===== config.mk =====
export PLATFORM = sky130hd
export DESIGN_NAME = clk_int_div_dyn
export DESIGN_NICKNAME = d
export VERILOG_FILES = /design/src/rtl/clk_div_pkg.sv /design/src/rtl/clk_neg_retime.sv /design/src/rtl/clk_int_div_dyn.sv
export SDC_FILE = /design/constraint.sdc
export NUM_CORES = 1
export LEC_CHECK = 0
export CAP_MARGIN = 20
export CORE_MARGIN = 10
export CORE_UTILIZATION = 59
export DETAILED_ROUTE_END_ITERATION = 12
export GPL_TIMING_DRIVEN = 0
export PLACE_DENSITY = 0.95
export SKIP_CTS_REPAIR_TIMING = 1
export SYNTH_ARGS = -nofsm -noshare
export SYNTH_HDL_FRONTEND = slang
export SYNTH_HIERARCHICAL = 1
export SYNTH_SLANG_ARGS = --single-unit

===== constraint.sdc =====
create_clock -name clk_i -period 5.6 [get_ports clk_i]
set_input_delay 1.12 -clock clk_i [delete_from_list [all_inputs] [get_ports clk_i]]
set_output_delay 1.12 -clock clk_i [all_outputs]
set_load 0.02 [all_outputs]

===== src/rtl/clk_div_pkg.sv =====
// rtl/clk_div_pkg.sv - shared types, constants and helpers for the dynamic integer clock divider
package clk_div_pkg;

  typedef enum logic [1:0] {
    IDLE,
    RUN,
    DRAIN
  } clk_div_state_e;

  localparam int CLK_DIV_MIN   = 2;
  localparam int CLK_DIV_MAX_W = 32;

  // Number of source cycles clk_p stays high in one period: ceil(N/2), one bit wider than N.
  function automatic logic [CLK_DIV_MAX_W:0] hi_cycles(input logic [CLK_DIV_MAX_W-1:0] n);
    return ({1'b0, n} + {{CLK_DIV_MAX_W{1'b0}}, 1'b1}) >> 1;
  endfunction

endpackage


===== src/rtl/clk_neg_retime.sv =====
// rtl/clk_neg_retime.sv - single falling-edge retiming flop with synchronous active-low reset
module clk_neg_retime (
  input  logic i_clk,
  input  logic i_rst_n,
  input  logic i_d,
  output logic o_q
);

  logic r_q;

  always_ff @(negedge i_clk) begin
    if (!i_rst_n) begin
      r_q <= 1'b0;
    end else begin
      r_q <= i_d;
    end
  end

  assign o_q = r_q;

endmodule


===== src/rtl/clk_int_div_dyn.sv =====
// rtl/clk_int_div_dyn.sv - runtime-programmable integer clock divider, ratio loaded by valid/ready
// Optional 50% duty for odd ratios via macro CLK_INT_DIV_DYN_DUTY50_EN.
module clk_int_div_dyn
  import clk_div_pkg::*;
#(
  parameter int DIV_WIDTH = 8,
  parameter int DIV_INIT  = 2
) (
  input  logic                 clk_i,
  input  logic                 rst_n_i,
  input  logic                 en_i,
  input  logic                 div_valid_i,
  output logic                 div_ready_o,
  input  logic [DIV_WIDTH-1:0] div_i,
  output logic [DIV_WIDTH-1:0] div_o,
  output logic                 clk_o
);

  clk_div_state_e r_state, w_state_nxt;

  logic [DIV_WIDTH-1:0] r_cnt, w_cnt_nxt, w_cnt_step;
  logic [DIV_WIDTH-1:0] r_div, w_div_nxt;
  logic [DIV_WIDTH-1:0] r_pend, w_div_clamped;
  logic                 r_pend_vld;
  logic                 r_ready;
  logic                 r_start, w_start_nxt;
  logic                 r_clk_p, w_clk_p_nxt;
  logic                 w_accept, w_apply, w_boundary;
  logic [CLK_DIV_MAX_W:0] w_hi;

  assign w_accept      = div_valid_i & r_ready;
  assign w_div_clamped = (div_i < DIV_WIDTH'(CLK_DIV_MIN)) ? DIV_WIDTH'(CLK_DIV_MIN) : div_i;

  // r_start marks the first RUN edge after IDLE, which holds cnt at 0 so the first high phase is full.
  assign w_boundary = !r_start && (r_cnt == (r_div - DIV_WIDTH'(1)));
  assign w_cnt_step = (r_start || w_boundary) ? '0 : (r_cnt + DIV_WIDTH'(1));
  assign w_hi       = hi_cycles(CLK_DIV_MAX_W'(r_div));

  always_comb begin
    w_state_nxt = r_state;
    w_cnt_nxt   = r_cnt;
    w_clk_p_nxt = r_clk_p;
    w_start_nxt = 1'b0;
    w_apply     = 1'b0;
    case (r_state)
      IDLE: begin
        w_cnt_nxt   = '0;
        w_clk_p_nxt = 1'b0;
        w_apply     = r_pend_vld;
        if (en_i) begin
          w_state_nxt = RUN;
          w_start_nxt = 1'b1;
        end
      end
      RUN, DRAIN: begin
        w_cnt_nxt   = w_cnt_step;
        w_clk_p_nxt = ((CLK_DIV_MAX_W + 1)'(w_cnt_step) < w_hi);
        w_apply     = w_boundary & r_pend_vld;
        if (en_i) begin
          w_state_nxt = RUN;
        end else if (w_boundary) begin
          w_state_nxt = IDLE;
          w_cnt_nxt   = '0;
          w_clk_p_nxt = 1'b0;
        end else begin
          w_state_nxt = DRAIN;
        end
      end
      default: begin
        w_state_nxt = IDLE;
        w_cnt_nxt   = '0;
        w_clk_p_nxt = 1'b0;
      end
    endcase
  end

  assign w_div_nxt = w_apply ? r_pend : r_div;

  always_ff @(posedge clk_i) begin
    if (!rst_n_i) begin
      r_state    <= IDLE;
      r_cnt      <= '0;
      r_div      <= DIV_WIDTH'(DIV_INIT);
      r_pend     <= '0;
      r_pend_vld <= 1'b0;
      r_ready    <= 1'b1;
      r_start    <= 1'b0;
      r_clk_p    <= 1'b0;
    end else begin
      r_state <= w_state_nxt;
      r_cnt   <= w_cnt_nxt;
      r_div   <= w_div_nxt;
      r_start <= w_start_nxt;
      r_clk_p <= w_clk_p_nxt;
      // Ready re-opens one cycle after the pending ratio has been applied.
      if (w_accept) begin
        r_pend     <= w_div_clamped;
        r_pend_vld <= 1'b1;
        r_ready    <= 1'b0;
      end else if (w_apply) begin
        r_pend_vld <= 1'b0;
      end else if (!r_pend_vld && !r_ready) begin
        r_ready <= 1'b1;
      end
    end
  end

`ifdef CLK_INT_DIV_DYN_DUTY50_EN
  logic w_clk_n;

  clk_neg_retime u_neg_retime (
    .i_clk  (clk_i),
    .i_rst_n(rst_n_i),
    .i_d    (r_clk_p),
    .o_q    (w_clk_n)
  );

  assign clk_o = r_div[0] ? (r_clk_p & w_clk_n) : r_clk_p;
`else
  assign clk_o = r_clk_p;
`endif

  assign div_o       = r_div;
  assign div_ready_o = r_ready;

endmodule


# Yosys cells after proc, flatten, opt, wreduce, memory -nomap -nowiden
# Index checks and enable logic that the tools add are counted.
[word_totals]
reg_bits = 30
word_cells = 50
input_bits = 12
out_inout_bits = 10
[op_classes]
n_reduce_logical = 13
n_mux = 17
n_eq_ne = 5
bitwise = 2
magnitude_cmp = 2
n_addsub = 3
[ops]
columns = ["operator", "n"]
rows = [
  ["2-to-1 mux 8 bit", 4],
  ["adder 8 x 1 -> 9 bit, second input constant", 1],
  ["adder 8 x 1 -> 8 bit, second input constant", 1],
  ["equality test 8 bit", 1],
  ["< comparator 8 x 2 -> 1 bit, second input constant", 1],
  ["< comparator 8 bit", 1],
  ["2-to-1 mux 1 bit", 8],
  ["subtractor 8 x 1 -> 8 bit, second input constant", 1],
  ["2-to-1 mux 2 bit", 3],
  ["AND reduction 2 bit", 3],
  ["!= test 2 bit, second input constant", 2],
  ["one-hot mux 2 bit (2 select lines)", 1],
  ["nonzero test 2 bit", 2],
  ["logical NOT 1 bit", 3],
  ["bitwise AND 1 bit", 2],
  ["equality test 2 x 1 -> 1 bit, second input constant", 1],
  ["equality test 2 bit, second input constant", 1],
  ["logical AND 1 bit", 2],
  ["logical NOT 2 bit", 1],
  ["one-hot mux 1 bit (2 select lines)", 1],
  ["OR reduction 2 bit", 1],
  ["logical OR 1 bit", 1],
]

# Logic depth before layout (Yosys ltp)
# Gate-level depths: netlist (run 1).
[logic_depth]
depth_word = 8
ltp_mapped = 14
mapped_depth_nobuf = 12

# Worst setup path before layout (run 1)
# No wires, ideal clock.
[synth_path]
kind = "reg-to-reg"
from = "register r_div[4] (netlist: div_o[4])"
to = "register r_clk_p (netlist: clk_o)"
path_stages_with_launch = 13
required_time_ns = 5.522
arrival_ns = 3.408
setup_time_ns = 0.078
period_less_slack_ns = 3.486
n_path_buf = 2
path_slack_ns = 2.114
path_cell_list = "dfxtp_1 buf_2 or4_4 or4b_4 a2111oi_0 a31o_2 buf_2 nor2_1 ha_1 a21o_1 a211oi_1 o221ai_1 nor3_1"
[synth_via]
elab_chain_len = 8
word_cells_on_any_way = 9
classes_between = "add/sub (2); order compare (1); eq/ne (1); mux (3); reduce/logical (2)"
[synth_rtl]
columns = ["item", "line", "source"]
rows = [
  ["from (decl)", "clk_int_div_dyn.sv:22", "logic [DIV_WIDTH-1:0] r_div, w_div_nxt;"],
  ["from (signal assigned)", "clk_int_div_dyn.sv:83", "r_div <= DIV_WIDTH'(DIV_INIT);"],
  ["from (signal assigned)", "clk_int_div_dyn.sv:92", "r_div <= w_div_nxt;"],
  ["subtractor 8 x 1 -> 8 bit", "clk_int_div_dyn.sv:35", "assign w_boundary = !r_start && (r_cnt == (r_div - DIV_WIDTH'(1)));"],
  ["equality test 8 bit", "clk_int_div_dyn.sv:35", ""],
  ["logical AND 1 bit", "clk_int_div_dyn.sv:35", ""],
  ["logical OR 1 bit", "clk_int_div_dyn.sv:36", "assign w_cnt_step = (r_start || w_boundary) ? '0 : (r_cnt + DIV_WIDTH'(1));"],
  ["2-to-1 mux 8 bit", "clk_int_div_dyn.sv:36", ""],
  ["< comparator 8 bit", "clk_int_div_dyn.sv:57", "w_clk_p_nxt = ((CLK_DIV_MAX_W + 1)'(w_cnt_step) < w_hi);"],
  ["2-to-1 mux 1 bit", "clk_int_div_dyn.sv:61", "end else if (w_boundary) begin"],
  ["2-to-1 mux 1 bit *", "clk_int_div_dyn.sv:59", "if (en_i) begin"],
  ["to (signal assigned)", "clk_int_div_dyn.sv:94", "r_clk_p <= w_clk_p_nxt;"],
  ["to (decl)", "clk_int_div_dyn.sv:27", "logic r_clk_p, w_clk_p_nxt;"],
]
# Mark *: on every way between the ends. The rest lies on a longest branch, timed or not.
# A chain may end at the register's enable or synchronous reset.

# Worst setup path in the final report (run 1)
# Ends and elaborated chain as after synthesis.

==> metrics.md, run 1 <==
| Metric | Value |
|---|---|
| Worst min-delay path class | `reg2reg` |
| Crit path kind | `reg2reg` |
| Leak | `approximately 0.84 nW` |
| Max Clock Skew | `0.0109 ns` |
| Period utilization | `71.1%` |
| Yosys reg bits | `30` |
| WHS | `approximately 0.46 ns` |
| Syn_area_per_cell | `~8.1 sq um` |
| Post-route DRC | `0` |
| TritonRoute pass-1 iters | `4` |
| Routed len/inst | `between 10 and 15 microns` |
| Final setup violating endpoints | `0` |
| RSZ-0062 raised after global routing | `false` |
| P&R area growth vs syn | `17.6%` |
| Via density | `5.78` |
| Most common cell after layout, fill and taps aside | `nand2_1` |
| Synth unique cells | `40` |
| Core ar. | `0.00283 sq mm` |
| Register area | `approximately 600 sq um` |
| Share of post-route cells with drive strength above 1 | `approximately 7.7%` |
| Placed cell count | `271` |
| Number of flops mapped to enable cells by yosys | `0` |
| Min Clock Period, post-route | `just under 4 ns` |
| H-tree depth | `2` |
| Total CTS buffers | `5` |
| Final wirelength | `4170 microns` |
| Remaining Overflow, GRT | `0` |
| Max cap viols | `0` |
| Fill count | `242` |
| Largest net degree at the start of global routing | `11` |
| Root buf cell | `clkbuf_4` |
| Least-Margin Pin Slew | `between 0.5 and 0.6 ns` |
| Clock sinks | `30` |
| Initial core utilization | `63.0%` |
| CP arrival | `between 4 and 5 ns` |
| Final hold viol count | `0` |
| DP HPWL | `roughly 3200 microns` |
| Routed Antenna Nets | `0` |
| # port buffers | `21` |
| IO Pins | `22` |
| Status | `finished clean` |
| Cells after Synth | `roughly 220` |
| Ys async rst share | `0%` |
| TNS Setup | `0 ns` |
| Total chip power | `about 0.44 mW` |
| Initial antenna violation count | `0` |
| Chip Height | `~75 microns` |
| Final Cell Area | `approximately 0.0021 sq mm` |
| Clock buffer depth | `2` |
| Crit-path max FO | `10` |
| Vias in the first global route | `about 1600` |
| Worst IR Drop VDD | `just over 0.2 mV` |
| GPL Wtd Cong | `just under 0.9` |
| CP Data Required Time | `about 6 ns` |
| Starting DRT DRC Count | `a little over 90` |
| Post-synthesis cell area | `between 0.0015 and 0.002 sq mm` |
| # diodes | `0` |
| Clk_lat worst skew | `roughly 0.33 ns` |
| Die area | `between 0.005 and 0.006 sq mm` |
| GRT Resource Usage Total | `roughly 16%` |
| Placed cell areas | `roughly 0.0020 sq mm` |
| Pins Over Slew Limit | `0` |
| Slew headroom | `64.9%` |
| Max Fclk | `roughly 250 MHz` |
| Reg clk slew, reported paths | `around 0.1 ns` |
| CTS tree | `done` |
| Wire length of the first global-routing pass | `between 7000 and 8000 microns` |
| Via count | `1614` |
| Area occupied by multi-input gates | `~0.0011 sq mm` |
| Setup crit end kind | `flop` |
| Width of the chip | `roughly 75 microns` |
| CP startpoint kind | `flop` |
| Syn nets | `between 200 and 250` |
| Most frequent cells in the layout | `nand2_1 (33), dfxtp_1 (30), clkdlybuf4s50_1 (21), nor2_1 (19)` |
| Nets | `271` |
| Main flop type after synthesis | `dfxtp_1` |
| Non-Filler Instances | `about 280` |
| Post-synthesis sequential area ratio | `between 30% and 40%` |
| Cell Pwr Density | `approximately 210 mW/mm^2` |
| FP Rows | `19` |
| Yosys warns | `6` |
[worst paths after layout]
path / slack (ns) / start / depth (start not counted) / endpoint
setup / recovery: 1.62 / div_o[4] / 12 / clk_o
hold / removal: 0.46 / r_pend[3] / 2 / r_pend[3]
setup reg to reg: 1.62 / div_o[4] / 12 / clk_o
hold reg to reg: 0.46 / r_pend[3] / 2 / r_pend[3]
[cells by family (layout without fill, tap and decap cells)]
| group | Yosys count | in the layout | synth area share [%] |
|---|---|---|---|
| AOI/OAI and AO/OA | 31 | 31 | 12.0 |
| xor gates and xnor gates | 23 | 23 | 11.3 |
| adders and majority gates | 12 | 12 | 8.43 |
| buffers and inverters | 21 | 50 | 4.99 |
| DFF | 30 | 30 | 33.7 |
| muxes | 7 | 7 | 3.93 |
| and+or+nand+nor | 95 | 95 | 25.6 |
[through the flow]
step                      utilization [%]  worst slack (ns)
after floorplan                         -              2.11
after global placement               71.8              1.94
after detailed placement             71.8              1.71
after CTS                            74.0              1.65
after global routing                 74.0              1.38
final                                74.0              1.62
[power breakdown]
group	switching (mW)	internal, mW	total (mW)	leakage (nW)
clock network	0.0788	0.0603	0.139	0.0343
registers	0.00674	0.221	0.228	0.244
logic	0.0423	0.0333	0.0756	0.557
total	0.128	0.315	0.443	0.835
[cells in the mapped netlist (2+ instances only)]
cell type	n	area, sq um
nand2_1	33	124
dfxtp_1	30	601
nor2_1	19	71.3
a21oi_1	14	70.1
xnor2_1	14	123
nor3_1	13	65.1
ha_1	12	150
inv_1	10	37.5
nand3_1	9	45.0
xor2_1	9	78.8
and3_1	7	43.8
mux2i_1	7	70.1
clkbuf_1	6	22.5
nor4_1	4	25.0
o21ai_0	3	15.0
a21o_1	2	15.0
buf_2	2	10.0
nor2b_1	2	12.5
or2_2	2	12.5
[worst max-delay path, cell delays in order (launching register included)]
cell and delay [ns]:
dfxtp_1 0.32, buf_2 0.18, or4_4 0.50, or4b_4 0.54, a2111oi_0 0.54, a31o_2 0.32, buf_2 0.23, nor2_1 0.08
ha_1 0.29, a21o_1 0.20, a211oi_1 0.28, o221ai_1 0.16, nor3_1 0.25
[state kept, by name, indices dropped and copies added (netlist names)]
register     count
div_o            8
r_cnt            8
r_pend           8
r_state          2
clk_o            1
div_ready_o      1
r_pend_vld       1
r_start          1
[final cells by class]
class / count / share of cell area (%)
multi-input cells: 168 / 52.2
flip-flops and latches: 30 / 28.7
repair buffers: 21 / 10.0
clock buffers: 6 / 2.45
plain buffers: 10 / 2.27
inverters: 11 / 1.97
well taps: 31 / 1.85
clock inverters: 2 / 0.597
[per-layer routing]
metal / part of all wire, % / vias up / routed length (microns) / global-route usage [%]
met5: 0 / - / 0 / 0
met4: 2.7 / 0 / 114 / 8.19
met3: 4.5 / 13 / 189 / 4.47
met2: 48 / 41 / 2020 / 26.4
met1: 44 / 748 / 1850 / 18.4
li1: - / 812 / - / -
(Power assumes the default switching activity.)
==> inputs of run 2 (changes only) <==
--- a/config.mk
+++ b/config.mk
@@ -7,10 +7,10 @@
 export LEC_CHECK = 0
 export CAP_MARGIN = 20
 export CORE_MARGIN = 10
-export CORE_UTILIZATION = 59
+export CORE_UTILIZATION = 50
 export DETAILED_ROUTE_END_ITERATION = 12
 export GPL_TIMING_DRIVEN = 0
-export PLACE_DENSITY = 0.95
+export PLACE_DENSITY = 0.87
 export SKIP_CTS_REPAIR_TIMING = 1
 export SYNTH_ARGS = -nofsm -noshare
 export SYNTH_HDL_FRONTEND = slang
==> constraint.sdc (replaced) <==
create_clock -name clk_i -period 3.41 [get_ports clk_i]
set_input_delay 0.682 -clock clk_i [delete_from_list [all_inputs] [get_ports clk_i]]
set_output_delay 0.682 -clock clk_i [all_outputs]
set_load 0.02 [all_outputs]
==> metrics.md, run 2 (same netlist as run 1, synthesis figures left out) <==
| Metric | Value |
|---|---|
| Initial antenna violation count | `0 (unchanged)` |
| Max Fclk | `301 MHz (was 251 MHz)` |
| Nets | `274 (was 271)` |
| Setup crit end kind | `flop (unchanged)` |
| Slowest cell on the critical path | `or4_4 (was or4b_4)` |
| Setup slack after layout | `0.0840 ns (was 1.62 ns)` |
| Met1 GRT Util | `15.5% (was 18.4%)` |
| Worst IR Drop VDD | `0.281 mV (was 0.205 mV)` |
| Max cap viols | `0 (unchanged)` |
| Clock buffer depth | `2 (unchanged)` |
| GR Util met3 | `3.38% (was 4.47%)` |
| Crit path kind | `reg2reg (unchanged)` |
| FF-to-FF setup slack | `0.08 ns (was 1.62 ns)` |
| Cell Pwr Density | `336 mW/mm^2 (was 211 mW/mm^2)` |
| GRT Resource Usage Total | `13.3% (was 16.0%)` |
| IO Pins | `22 (unchanged)` |
| Reg clk slew, reported paths | `0.09 ns (was 0.10 ns)` |
| Root buf cell | `clkbuf_4 (unchanged)` |
| Final wirelength | `4170 microns (unchanged)` |
| Core ar. | `0.00339 sq mm (was 0.00283 sq mm)` |
| Share of post-route cells with drive strength above 1 | `12.7% (was 7.66%)` |
| R2R depth | `11 (was 12)` |
| Most frequent cells in the layout | `nand2_1 (33), dfxtp_1 (28), clkdlybuf4s50_1 (21), nor2_1 (19) (was nand2_1 (33), dfxtp_1 (30), clkdlybuf4s50_1 (21), nor2_1 (19))` |
| Vias in the first global route | `1539 (was 1603)` |
| Place WS | `-0.167 ns (was 1.71 ns)` |
| Most common cell after layout, fill and taps aside | `nand2_1 (unchanged)` |
| Worst r2r dst | `clk_o (unchanged)` |
| CP cell instances | `or4_4, or4b_4, a2111oi_4, a31o_2, buf_2, nor2_1, ha_1, nand3_1, or2_4, nor4_4, nor3_2 (was buf_2, or4_4, or4b_4, a2111oi_0, a31o_2, buf_2, nor2_1, ha_1, a21o_1, a211oi_1, o221ai_1, nor3_1)` |
| CP peak stage delay | `0.53 ns (was 0.54 ns)` |
| # diodes | `0 (unchanged)` |
| H-tree depth | `2 (unchanged)` |
| Pins Over Slew Limit | `0 (unchanged)` |
| Hold path depth | `2 (unchanged)` |
| Width of the chip | `79.7 microns (was 75.0 microns)` |
| Critical R2R Launch | `div_o[3] (was div_o[4])` |
| Die area | `0.00635 sq mm (was 0.00562 sq mm)` |
| Leak | `0.884 nW (was 0.835 nW)` |
| CP Buf/Inv Count | `1 (was 2)` |
| WHS Endpoint | `r_pend[3] (unchanged)` |
| CTS tree | `done (unchanged)` |
| # port buffers | `21 (unchanged)` |
| Slew headroom | `67.1% (was 64.9%)` |
| Final hold viol count | `0 (unchanged)` |
| Wire length of the first global-routing pass | `6810 microns (was 7070 microns)` |
| Crit-path max FO | `10 (unchanged)` |
| GPL Wtd Cong | `0.868 (was 0.895)` |
| Worst min-delay path class | `reg2reg (unchanged)` |
| Remaining Overflow, GRT | `0 (unchanged)` |
| Post-route DRC | `0 (unchanged)` |
| Clock sinks | `30 (unchanged)` |
| P&R area growth vs syn | `23.9% (was 17.6%)` |
| Least-Margin Pin Slew | `0.488 ns (was 0.513 ns)` |
| WHS | `0.461 ns (was 0.464 ns)` |
| Routed Antenna Nets | `0 (unchanged)` |
| Stages on the worst setup path | `11 (was 12)` |
| Routed len/inst | `14.0 microns (was 14.9 microns)` |
| Via density | `5.47 (was 5.78)` |
| DP HPWL | `3080 microns (was 3190 microns)` |
| Max Clock Skew | `0.00475 ns (was 0.0109 ns)` |
| Hold_sp | `r_pend[3] (unchanged)` |
| Final setup violating endpoints | `0 (unchanged)` |
| Placed cell count | `286 (was 271)` |
| CP Data Required Time | `3.62 ns (was 5.84 ns)` |
| Status | `finished clean (unchanged)` |
| CP arrival | `3.54 ns (was 4.21 ns)` |
| Largest net degree at the start of global routing | `11 (unchanged)` |
| Total CTS buffers | `5 (unchanged)` |
| TritonRoute pass-1 iters | `4 (unchanged)` |
| Chip Height | `79.7 microns (was 75.0 microns)` |
| Via count | `1626 (was 1614)` |
| Period utilization | `97.5% (was 71.1%)` |
| Total chip power | `0.741 mW (was 0.443 mW)` |
| Gr busiest metal | `met2 (unchanged)` |
| Min Clock Period, post-route | `3.33 ns (was 3.98 ns)` |
| Non-Filler Instances | `297 (was 279)` |
| Crit path max-delay family | `simple AND/OR/NAND/NOR gates (was compound AO/OA/AOI/OAI gates)` |
| Initial core utilization | `52.6% (was 63.0%)` |
| CP startpoint kind | `flop (unchanged)` |
| Clk_lat worst skew | `0.32 ns (was 0.33 ns)` |
| Starting DRT DRC Count | `115 (was 91)` |
| Met2 Usage GRT | `21.7% (was 26.4%)` |
| FP Rows | `21 (was 19)` |
[run 2: cell types whose count changed in the layout (fill, tap and decap cells not counted), sizes merged]
| cell | delta |
|---|---|
| clkinvlp | -1 |
| buf | +4 |
[run 2: cell type report]
class,count,area [sq um]
clock buffers,7,55.1
clock inverters,1,5.00
repair buffers,27,253
flip-flops and latches,30,603
multi-input cells,168,1160
well taps,46,57.6
inverters,11,41.3
fillers,281,1180
plain buffers,7,35.0
[run 2: metrics by stage]
step | instance area [sq um] | utilization [%] | TNS [ns]
2_1_floorplan | 1800 | - | 0
6_report | 2210 | 65.1 | 0
4_1_cts | 2120 | 62.7 | -0.183
3_5_place_dp | 2060 | 60.9 | -0.167
5_1_grt | 2210 | 65.1 | -0.0425
3_3_place_gp | 2060 | 60.9 | -0.151
[run 2: how the worst max path moves through the flow]
| stage | start | end | slack [ns] |
|---|---|---|---|
| 4_1_cts | div_o[4] | clk_o | -0.18 |
| 6_report | div_o[3] | clk_o | 0.08 |
| 3_5_place_dp | div_o[4] | clk_o | -0.17 |
| 2_1_floorplan | div_o[3] | clk_o | 0.02 |
| 3_3_place_gp | div_o[5] | clk_o | -0.15 |
| 5_1_grt | div_o[3] | clk_o | -0.04 |
[run 2: worst register-to-register path: stages (launching register included)]
cell	delay, ns
dfxtp_2	0.39
or4_4	0.53
or4b_4	0.52
a2111oi_4	0.29
a31o_2	0.30
buf_2	0.19
nor2_1	0.06
ha_1	0.28
nand3_1	0.07
or2_4	0.27
nor4_4	0.24
nor3_2	0.07
[run 2: report_power, final]
group	internal [mW]	switching [mW]	total (mW)
Clock	0.0998	0.118	0.218
Sequential	0.363	0.0132	0.377
Combinational	0.0704	0.0759	0.146
Total	0.534	0.207	0.741
[run 2: layer usage]
metal  wire, microns  part of all wire, %
met1            1850                   44
met2            2030                   49
met3             163                  3.9
met4             125                  3.0
met5               0                    0
==> inputs of run 3 (changes only) <==
--- a/config.mk
+++ b/config.mk
@@ -5,6 +5,7 @@
 export SDC_FILE = /design/constraint.sdc
 export NUM_CORES = 1
 export LEC_CHECK = 0
+export ABC_CLOCK_PERIOD_IN_PS = 3410
 export CAP_MARGIN = 20
 export CORE_MARGIN = 10
 export CORE_UTILIZATION = 50
@@ -14,5 +15,4 @@
 export SKIP_CTS_REPAIR_TIMING = 1
 export SYNTH_ARGS = -nofsm -noshare
 export SYNTH_HDL_FRONTEND = slang
-export SYNTH_HIERARCHICAL = 1
 export SYNTH_SLANG_ARGS = --single-unit
==> results of run 3 <==
No change in the layout: final DEF, timing and power equal those of run 2.
Among the figures that moved: Yosys warning count 6 -> 0
==> variant, RTL diff (flow settings as in run 2) <==
Set the parameter `DIV_WIDTH` to 9 (it was 8).
--- a/src/rtl/clk_int_div_dyn.sv
+++ b/src/rtl/clk_int_div_dyn.sv
@@ -3,7 +3,7 @@
 module clk_int_div_dyn
   import clk_div_pkg::*;
 #(
-  parameter int DIV_WIDTH = 8,
+  parameter int DIV_WIDTH = 9,
   parameter int DIV_INIT  = 2
 ) (
   input  logic                 clk_i,
Ports: changed (resized div_i and div_o); port bits go from 22 to 24. No check against the original RTL was run, so the function may have changed too.
==> variant against run 2 <==
Final area grew 16%. Setup slack gained 0.010 ns. Utilization shrank 0.18 points. Power grew 39%. Sequential power grew 11%. Worst hold slack lost 0.0050 ns. Routed wire length grew 12%. Sequential cell count grew 3. Area after synthesis grew 13%.
==> variant: results (changes against run 2) <==
| Metric | Value |
|---|---|
| TritonRoute pass-1 iters | 4 (unchanged) |
| Hold worst-path end | r_pend[4]$_SDFFE_PN0P_ |
| Cell Int Power | 0.742 mW (+39%) |
| DRT met1 WL | 2000 microns (+8.0%) |
| Clock transition at path regs | 0.07 ns (-0.02 ns) |
| RR Endpoint | clk_o$_SDFF_PN0_ |
| Met1 Usage GRT | 0.140 (-0.0154) |
| Met2 routed wirelength | 2300 microns (+13%) |
| Ant. Diodes | 0 (unchanged) |
| Status | finished clean |
| Distinct cells, synth | 42 (+5.0%) |
| Clock Latency Late Sink | 0.30 ns (-0.02 ns) |
| Routed via count | 1789 (+10%) |
| Worst Path Class, Setup | reg2reg |
| R2R cell count | 14 (+3) |
| Critical Path Start | div_o[1]$_SDFFE_PN1P_ |
| CTS buffer count | 5 (unchanged) |
| Max incr delay on CP | 0.37 ns (-0.16 ns) |
| DP Area | 0.00231 sq mm (+12%) |
| Clk_skew | 0.00632 ns (+0.00157 ns) |
| Clk Tree Root Cell | clkbuf_8 |
| Met3 usage | 0.0449 (+0.0111) |
| Crit-path max FO | 10 (unchanged) |
| GRT Overall Usage | 0.128 (-0.00426) |
| Met3 wire len | 273 microns (+67%) |
| Detail Placement HPWL | 3340 microns (+8.2%) |
| Leakage | 0.993 nW (+12%) |
| Total gr overflow | 0 (unchanged) |
| H-tree depth | 2 (unchanged) |
| Reg-to-reg setup timing slack | 0.09 ns |
| Hold_sp | r_pend[4]$_SDFFE_PN0P_ |
| I/O Buffers | 22 (+4.8%) |
| Top_reg_cell synth | dfxtp_1 |
| FFs w/ async S/R, synth | 0 (unchanged) |
| Initial antenna violation count | 0 (unchanged) |
| Largest cells by area after synthesis | dfxtp_1, ha_1, nand2_1, xor2_1, xnor2_1 |
| Peak VDD IR | 0.247 mV (-12%) |
| Sequential-to-total area share from yosys stat | 0.328 (-0.00892) |
| Hold crit path type | reg2reg |
| Post-synth net total | 274 (+13%) |
| Hold Path Depth | 2 (unchanged) |
| Detailed Route WL | 4670 microns (+12%) |
| Arr. time, crit path | 3.56 ns (+0.02 ns) |
| Layout cells sized above 1 | 0.131 (+0.00325) |
| Number of global-route vias before repair | 1706 (+11%) |
| Initial DRC Count | 64 (-44%) |
| Synth cell count leaders | nand2_1, dfxtp_1, nor2_1 |
| Period utilization | 0.972 (-0.00307) |
| First-pass GRT wire length | 7580 microns (+11%) |
| M2 GR Usage | 0.221 (+0.00438) |
| Largest net degree at the start of global routing | 12 (+1) |
| Worst slack at placement | -0.379 ns (-0.212 ns) |
| Final Wtd Congestion | 0.889 (+2.5%) |
| Total Nets Final | 308 (+12%) |
| Cell family with most CP delay | compound AO/OA/AOI/OAI gates |
| Max transition margin | 0.701 (+0.0296) |
| CP max stage cell | a221o_1 |
variant: changes by cell type in the layout (fill, tap and decap cells not counted), moves of 4 or more:
| cell | before | now |
|---|---|---|
| xnor2_1 | 14 | 10 |
| nand3_1 | 8 | 15 |
| nand2_1 | 33 | 37 |
| clkbuf_8 | 1 | 6 |
| xor2_1 | 9 | 15 |
| nor3_1 | 12 | 5 |
| nor2_1 | 19 | 25 |
| clkbuf_4 | 5 | 0 |
variant: layout make-up:
cell class	instances	area (sq um)
flip-flops and latches	33	666
fillers	311	1380
plain buffers	14	81.3
clock inverters	2	37.5
well taps	50	62.6
clock buffers	6	82.6
inverters	8	30.0
repair buffers	28	265
multi-input cells	192	1340
variant: stage by stage:
| step | total power, mW | util | hold WS (ns) | setup TNS (ns) | std cells |
|---|---|---|---|---|---|
| after floorplan | 0.552 | - | 0.430 | 0 | 248 |
| after global placement | 0.601 | 0.585 | 0.444 | -0.301 | 320 |
| after detailed placement | 0.606 | 0.585 | 0.447 | -0.379 | 320 |
| after CTS | 0.999 | 0.616 | 0.458 | -0.408 | 328 |
| after global routing | 1.07 | 0.649 | 0.489 | -0.0457 | 333 |
| final | 1.03 | 0.649 | 0.456 | 0 | 333 |
variant: power by group through the flow:
stage	logic, mW	registers [mW]	clock network, mW
finish	0.218	0.417	0.392
global route	0.239	0.419	0.416
CTS	0.181	0.417	0.401
detailed placement	0.180	0.426	0
global placement	0.176	0.425	0
floorplan	0.122	0.429	0
variant: logic make-up after synthesis:
family | count (synthesis) | share of synthesized area
compound gates | 37 | 0.127
xor+xnor | 26 | 0.113
buf+inv | 23 | 0.0516
simple gates | 108 | 0.260
fa+ha+maj | 13 | 0.0808
flops | 33 | 0.328
mux | 8 | 0.0398
